## config.mk

```make
export PLATFORM = sky130hd
export DESIGN_NAME = handshake_rr_arbiter
export DESIGN_NICKNAME = d
export VERILOG_FILES = /design/src/rtl/handshake_rr_arbiter.sv
export SDC_FILE = /design/constraint.sdc
export NUM_CORES = 1
export LEC_CHECK = 0
export ABC_CLOCK_PERIOD_IN_PS = 3100
export BUFFER_PORTS_ARGS = -buffer_cell sky130_fd_sc_hd__buf_2
export CAP_MARGIN = 20
export CELL_PAD_IN_SITES_DETAIL_PLACEMENT = 1
export CELL_PAD_IN_SITES_GLOBAL_PLACEMENT = 2
export CORE_ASPECT_RATIO = 0.75
export CORE_MARGIN = 2
export CORE_UTILIZATION = 22
export CTS_CLUSTER_SIZE = 30
export DETAILED_ROUTE_END_ITERATION = 12
export PLACE_DENSITY = 0.79
export SLEW_MARGIN = 0
export SYNTH_ARGS = -nofsm -noshare
export SYNTH_HDL_FRONTEND = slang
export SYNTH_SLANG_ARGS = --single-unit
export TNS_END_PERCENT = 100
```

## constraint.sdc

```tcl
create_clock -name clk -period 3.1 [get_ports clk]
set_clock_uncertainty 0.05 [all_clocks]
set_input_delay 0.62 -clock clk [delete_from_list [all_inputs] [get_ports clk]]
set_output_delay 0.62 -clock clk [all_outputs]
set_load 0.03 [all_outputs]
```

## src/rtl/handshake_rr_arbiter.sv

```systemverilog
// handshake_rr_arbiter
//   Shares one downstream valid/ready channel between NUM_INPUTS requesters.
//   A round-robin pointer picks the first valid input at or after it. The
//   winning token is captured in a one-slot output register and tagged with
//   the number of the input that supplied it. Outputs come straight from
//   flops, so there is no combinational path from the inputs to outs.
//   The slot refills in the same cycle it drains, which gives one token per
//   cycle at full throughput.

module handshake_rr_arbiter #(
   parameter int NUM_INPUTS  = 4,
   parameter int DATA_WIDTH  = 32,
   parameter int INDEX_WIDTH = 2
) (
   input  logic                             clk,
   input  logic                             rst,
   input  logic [NUM_INPUTS*DATA_WIDTH-1:0] ins,
   input  logic [NUM_INPUTS-1:0]            ins_valid,
   output logic [NUM_INPUTS-1:0]            ins_ready,
   output logic [DATA_WIDTH-1:0]            outs,
   output logic [INDEX_WIDTH-1:0]           index,
   output logic                             outs_valid,
   input  logic                             outs_ready
);

   localparam int unsigned N_U = unsigned'(NUM_INPUTS);

   // The index output must be able to name every input. A round-robin
   // arbiter with a single requester has nothing to arbitrate.
   if (NUM_INPUTS < 2) begin : g_bad_num_inputs
      $error("handshake_rr_arbiter: NUM_INPUTS must be at least 2");
   end
   if (INDEX_WIDTH < $clog2(NUM_INPUTS)) begin : g_bad_index_width
      $error("handshake_rr_arbiter: INDEX_WIDTH too narrow for NUM_INPUTS");
   end

   // Returns (base + step) modulo NUM_INPUTS. Both operands are already
   // below NUM_INPUTS, so one conditional subtraction is enough, and the
   // result stays correct when NUM_INPUTS is not a power of two.
   function automatic int unsigned rr_offset(input int unsigned base,
                                             input int unsigned step);
      int unsigned sum_v;
      sum_v = base + step;
      if (sum_v >= N_U) begin
         sum_v = sum_v - N_U;
      end else begin
         sum_v = sum_v;
      end
      return sum_v;
   endfunction

   // ------------------------------------------------------------------
   // State
   // ------------------------------------------------------------------
   logic [INDEX_WIDTH-1:0] ptr_q,   ptr_d;
   logic                   full_q,  full_d;
   logic [DATA_WIDTH-1:0]  data_q,  data_d;
   logic [INDEX_WIDTH-1:0] index_q, index_d;

   // ------------------------------------------------------------------
   // Combinational arbitration
   // ------------------------------------------------------------------
   logic [INDEX_WIDTH-1:0] grant_s;
   logic                   found_s;
   logic                   any_valid_s;
   logic                   can_load_s;
   logic                   accept_s;
   logic [DATA_WIDTH-1:0]  grant_data_s;

   assign any_valid_s = |ins_valid;

   // The slot can take a token when it is empty or is being drained now.
   assign can_load_s  = !full_q || outs_ready;

   // An accept always targets the granted input, which is valid by construction.
   assign accept_s    = can_load_s && any_valid_s && found_s;

   // Round-robin scan: the first valid input at ptr, ptr+1, ... with wrap-around.
   always_comb begin
      grant_s = '0;
      found_s = 1'b0;
      for (int k = 0; k < NUM_INPUTS; k++) begin
         for (int i = 0; i < NUM_INPUTS; i++) begin
            if (!found_s && ins_valid[i] &&
                (rr_offset(32'(ptr_q), unsigned'(k)) == unsigned'(i))) begin
               grant_s = INDEX_WIDTH'(i);
               found_s = 1'b1;
            end else begin
               found_s = found_s;
            end
         end
      end
   end

   // Select the winning input's token for loading into the slot.
   always_comb begin
      grant_data_s = '0;
      for (int i = 0; i < NUM_INPUTS; i++) begin
         if (grant_s == INDEX_WIDTH'(i)) begin
            grant_data_s = ins[i*DATA_WIDTH +: DATA_WIDTH];
         end else begin
            grant_data_s = grant_data_s;
         end
      end
   end

   // Only the granted input sees ready. It is forced low while reset is held,
   // so nothing looks accepted during reset.
   always_comb begin
      ins_ready = '0;
      for (int i = 0; i < NUM_INPUTS; i++) begin
         if (rst && accept_s && (grant_s == INDEX_WIDTH'(i))) begin
            ins_ready[i] = 1'b1;
         end else begin
            ins_ready[i] = 1'b0;
         end
      end
   end

   // ------------------------------------------------------------------
   // Next-state
   // ------------------------------------------------------------------
   // An accept refills the slot and moves the pointer past the winner.
   // A drain on its own empties the slot and leaves data and index as they were.
   // A stall or an idle cycle leaves everything untouched.
   always_comb begin
      ptr_d   = ptr_q;
      full_d  = full_q;
      data_d  = data_q;
      index_d = index_q;
      if (accept_s) begin
         data_d  = grant_data_s;
         index_d = grant_s;
         full_d  = 1'b1;
         ptr_d   = INDEX_WIDTH'(rr_offset(32'(grant_s), 32'd1));
      end else if (full_q && outs_ready) begin
         full_d  = 1'b0;
      end else begin
         full_d  = full_q;
      end
   end

   // State register. Reset throws away any buffered token at once.
   always_ff @(posedge clk or negedge rst) begin
      if (!rst) begin
         ptr_q   <= '0;
         full_q  <= 1'b0;
         data_q  <= '0;
         index_q <= '0;
      end else begin
         ptr_q   <= ptr_d;
         full_q  <= full_d;
         data_q  <= data_d;
         index_q <= index_d;
      end
   end

   // ------------------------------------------------------------------
   // Registered outputs
   // ------------------------------------------------------------------
   assign outs       = data_q;
   assign index      = index_q;
   assign outs_valid = full_q;

endmodule


```

# ---- After elaboration in Yosys (flattened, before gate mapping)
# Cells that the tools add are included.
dict set report totals {
  register_bits 37
  out_inout_bits 39
  elab_cells 142
}
dict set report op_classes {
  add_sub_neg 9
  order_cmp 5
  eq_ne 15
  mux 46
  n_reduce_logical 63
}
# op count
set op_table {}
lappend op_table {{$eq 32x2->1 const B} 8}
lappend op_table {{$mux 32} 8}
lappend op_table {{$eq 32x1->1 const B} 4}
lappend op_table {{$logic_not 32->1} 4}
lappend op_table {{$logic_and 1x1->1} 39}
lappend op_table {{$mux 2} 15}
lappend op_table {{$mux 1} 23}
lappend op_table {{$logic_not 1->1} 16}
lappend op_table {{$ge 3x3->1 const B} 4}
lappend op_table {{$sub 3x3->4 const B} 3}
lappend op_table {{$add 2x1->3 const B} 2}
lappend op_table {{$add 2x2->3 const B} 2}
lappend op_table {{$eq 2x2->1 const B} 2}
lappend op_table {{$reduce_or 4->1} 1}
lappend op_table {{$sub 2x3->4 const B} 1}
lappend op_table {{$ge 2x3->1 const B} 1}
lappend op_table {{$eq 2x1->1 const B} 1}
lappend op_table {{$logic_not 2->1} 1}
lappend op_table {{$reduce_bool 2->1} 1}
lappend op_table {{$sub 2x1->2 const B} 1}
lappend op_table {{$logic_or 1x1->1} 1}

# ---- Logic depth before layout (Yosys ltp)
dict set report depth {
  ltp_word 70
  ltp_mapped 9
  ltp_nobuf 7
}

# ---- Least setup slack after synthesis
# Ideal clock, no wire load.
dict set report synth_timing {
  path_kind {input port to output port}
  start {input ins_valid[3]}
  end {output ins_ready[3]}
  arrival_time_ns 2.224
  required_time_ns 2.430
  path_slack_ns 0.206
  cell_stages 7
  n_path_buf 2
  cell_sequence {nor2b_1 -> o21ai_0 -> and3_1 -> ha_1 -> clkbuf_1 -> clkbuf_1 -> and3_1}
}
# element line_no
set synth_lines {}
lappend synth_lines {{from (decl)} 18} ;# input logic [NUM_INPUTS-1:0] ins_valid,
lappend synth_lines {{$logic_and 1x1->1 (2 in series)} 84} ;# if (!found_s && ins_valid[i] &&
lappend synth_lines {{$mux 1} 84}
lappend synth_lines {{$logic_not 1->1} 84}
lappend synth_lines {{$logic_and 1x1->1 (2 in series)} 84}
lappend synth_lines {{$mux 1} 84}
lappend synth_lines {{$logic_not 1->1} 84}
lappend synth_lines {{$logic_and 1x1->1 (2 in series)} 84}
lappend synth_lines {{$mux 1} 84}
lappend synth_lines {{(+35 left out)} n/a}
lappend synth_lines {{$mux 1} 84}
lappend synth_lines {{$logic_not 1->1} 84}
lappend synth_lines {{$logic_and 1x1->1 (2 in series)} 84}
lappend synth_lines {{$mux 2 (*)} 84}
lappend synth_lines {{via grant_s[0]} 63} ;# logic [INDEX_WIDTH-1:0] grant_s;
lappend synth_lines {{$eq 2x2->1 (*)} 112} ;# if (rst && accept_s && (grant_s == INDEX_WIDTH'(i))) begin
lappend synth_lines {{$logic_and 1x1->1 (*)} 112}
lappend synth_lines {{$mux 1 (*)} 112}
lappend synth_lines {{to (decl)} 19} ;# output logic [NUM_INPUTS-1:0] ins_ready,
# The timed path passes the listed nets; every way through them passes the cells marked *.

# ---- Worst setup path after layout
dict set report layout_timing {
  start {input ins_valid[0]}
  end {output ins_ready[3]}
}
dict set report layout_between {
  elab_chain_len 66
}
# element line_no
set layout_lines {}
lappend layout_lines {{$logic_and 1x1->1} 84}
lappend layout_lines {{$mux 1} 84}
lappend layout_lines {{$logic_not 1->1} 84}
lappend layout_lines {{$logic_and 1x1->1 (2 in series)} 84}
lappend layout_lines {{$mux 1} 84}
lappend layout_lines {{$logic_not 1->1} 84}
lappend layout_lines {{$logic_and 1x1->1 (2 in series)} 84}
lappend layout_lines {{$mux 1} 84}
lappend layout_lines {{(+47 left out)} n/a}
lappend layout_lines {{$mux 1} 84}
lappend layout_lines {{$logic_not 1->1} 84}
lappend layout_lines {{$logic_and 1x1->1 (2 in series)} 84}
lappend layout_lines {{$mux 1} 84}
lappend layout_lines {{$logic_and 1x1->1} 76} ;# assign accept_s = can_load_s && any_valid_s && found_s;
lappend layout_lines {{$logic_and 1x1->1} 112}
lappend layout_lines {{$logic_and 1x1->1 (*)} 112}
lappend layout_lines {{$mux 1 (*)} 112}
# Every way passes the cells marked *; elsewhere a longest branch is shown, timed or not.

==> out/results.ini <==
[run_status]
status = completed

[power]
powerDensity_nw_per_um2 = 828
ir_worst_vdd_mv = 0.234
total_leakage_power_nw = 1.83

[clock_tree]
post_cts.repair.setup_buffers = 0
clk_latency_ns = 0.28
cts_buffer_depth = 2
cts.htree.levels = 2
cts_sinks = 37
root_buffer = clkbuf_16
cts_resized = 0
cts_buffers = 5
hold_buffers = 0
cts_tree = done
clkTransAtPathRegs_ns = 0.06

[cells_and_area]
fillers = 1478
num_antenna_cells = 0
multi_input_area_um2 = 1460
drive_gt1_frac = 0.400
area_growth_pct = 43.0
register_area_um2 = 926
nNetsFinal = 627

[synth]
syn_area_per_cell_um2 = 7.94
netlist_top_cells_area = dfrtp_1 (35%), a21oi_1 (12%), a221o_1 (12%), nand3b_1 (9.3%), a31oi_1 (7.8%)
synth_fp_nets = 474
seq_area_frac_synth = 0.348
yosysTopAreaCell = dfrtp_1
synth_top_area_frac = 0.348
yosys_warnings = 0
synthArstFlopShare = 1.00
synth_area_um2 = 2660
synth-seq-cells = 37
syn_inst = 335
synth_edf_count = 0
ys.flop_type = dfrtp_1
synth.distinct_cells = 26

[critical_path]
cp_common_cell = buf_2
worst_ep_required_time_ns = 2.43
arrival_ns = 2.07
cp.buffers_inverters = 2
path_class = input pin to output pin
critPathSlowestCell = or4_1
slowest_delay_ns = 0.53
startpoint_type = input pin
endpoint_kind = output pin
crit_family = simple AND/OR/NAND/NOR gates
crit_fanout = 22
path_cells = buf_2 > or4_1 > and2_2 > and3_1 > buf_2

[global_route]
grt_pass1_vias = 3364
grt_pass1_wl_um = 16800
grt_antenna_before_repair = 0
overflow = 0
grt_max_degree = 38
grt_usage = 0.164

[sta]
maxSlewViolCount = 0
fin_crit_sh = 0.885
setup_viol = 0
tightest_slew_ns = 0.524
setup_tns_ns = 0
holdWs_ns = 0.414
relSlewSlack = 0.651
fin_crit_ns = 2.74
fmax_mhz = 365
hold_viol_final = 0
rsz0062_at_grt = no

[job]
cap_violations = 0

[die]
initial_utilization = 0.227
io_pins = 174
die_w_um = 131
dieArea_um2 = 13000
die_y_um = 99.2
rows = 34
core_area_um2 = 11700

[routing]
drc = 0
vias = 3215
routed_via_density = 4.95
dr.pass1.iters = 4
detail-route-antenna-nets = 0
wl_um = 10900
wl_per_cell_um = 16.8
initialDrtViolationCount = 71

[place]
gp_congestion = 0.783
port_buffers = 173
hpwl_um = 7780

[hold_path]
hp-class = input pin to asynchronous set/reset pin

==> per-stage QoR <==
step	cell area (um2)	setup slack, ns	utilization	power (mW)	cells
3_5_place_dp	3660	0.343	0.313	2.67	643
3_3_place_gp	3660	0.373	0.313	2.62	643
6_report	3800	0.357	0.325	3.15	650
4_1_cts	3800	0.344	0.325	3.20	650
2_1_floorplan	2660	0.206	-	2.08	335
5_1_grt	3800	0.243	0.325	3.38	650
==> cells in the final DEF, fill, tap and decap left out, drive strengths merged <==
master	synthesis	final
a21o	1	1
and3b	1	1
nor2b	1	1
inv	33	33
ha	4	4
and2	1	1
nor2	2	2
nand3b	33	33
a221o	32	32
nand2b	3	3
buf	11	184
nand3	3	3
a31oi	33	33
a41o	2	2
dfrtp	37	37
clkbuf	27	7
and3	6	6
o21ai	2	2
a41oi	1	1
a21boi	2	2
or4	1	1
nand2	33	33
a21oi	66	66
==> power breakdown <==
| part | switching, mW | leakage (nW) | internal (mW) |
|---|---|---|---|
| clock network | 0.194 | 0.0700 | 0.316 |
| registers | 0.112 | 0.427 | 0.680 |
| logic | 1.16 | 1.34 | 0.685 |
==> synthesized netlist by cell type, drive strengths merged (2+ instances only) <==
library cell   n
a21oi         66
dfrtp         37
a31oi         33
inv           33
nand2         33
nand3b        33
a221o         32
clkbuf        27
buf           11
and3           6
ha             4
nand2b         3
nand3          3
a21boi         2
a41o           2
nor2           2
o21ai          2
==> state kept, by name, summed over array words and instances (netlist names) <==
name        count
index           2
ptr_q           2
outs           32
outs_valid      1
==> path summary, 6_finish.rpt <==
| check | from | to | slack [ns] | depth (start not counted) |
|---|---|---|---|---|
| min | rst | ptr_q[0]$_DFFE_PN0P_ | 0.41 | 2 |
| min in group clk | outs[9]$_DFFE_PN0P_ | outs[9]$_DFFE_PN0P_ | 0.49 | 2 |
| max | ins_valid[0] | ins_ready[3] | 0.36 | 5 |
| max reg2reg | ptr_q[1]$_DFFE_PN0P_ | outs[9]$_DFFE_PN0P_ | 0.61 | 8 |
| min reg2reg | outs[9]$_DFFE_PN0P_ | outs[9]$_DFFE_PN0P_ | 0.49 | 2 |
| max in group asynchronous | rst | outs[14]$_DFFE_PN0P_ | 2.22 | 2 |
==> routing by layer <==
layer	up-vias	GRT usage	wire length [um]
li1	1534	-	-
met1	1551	0.208	5010
met2	118	0.272	4930
met3	12	0.0500	858
met4	0	0.0368	117
met5	-	0	0
==> final cells by class <==
cell class	count	area share
Tap cell	162	0.0533
Timing Repair Buffer	184	0.249
Clock buffer	7	0.0375
Sequential cell	37	0.244
Multi-Input combinational cell	227	0.384
Inverter	33	0.0326
==> cells by family (layout without fill, tap and decap cells) <==
kind of cell               after synthesis  after routing  synth area share
AOI/OAI and AO/OA                      139            139             0.345
DFF                                     37             37             0.348
and+or+nand+nor                         84             84             0.180
buffers and inverters                   71            224             0.107
adders and majority gates                4              4            0.0188
Note: power is estimated with default switching activity, not from simulation.
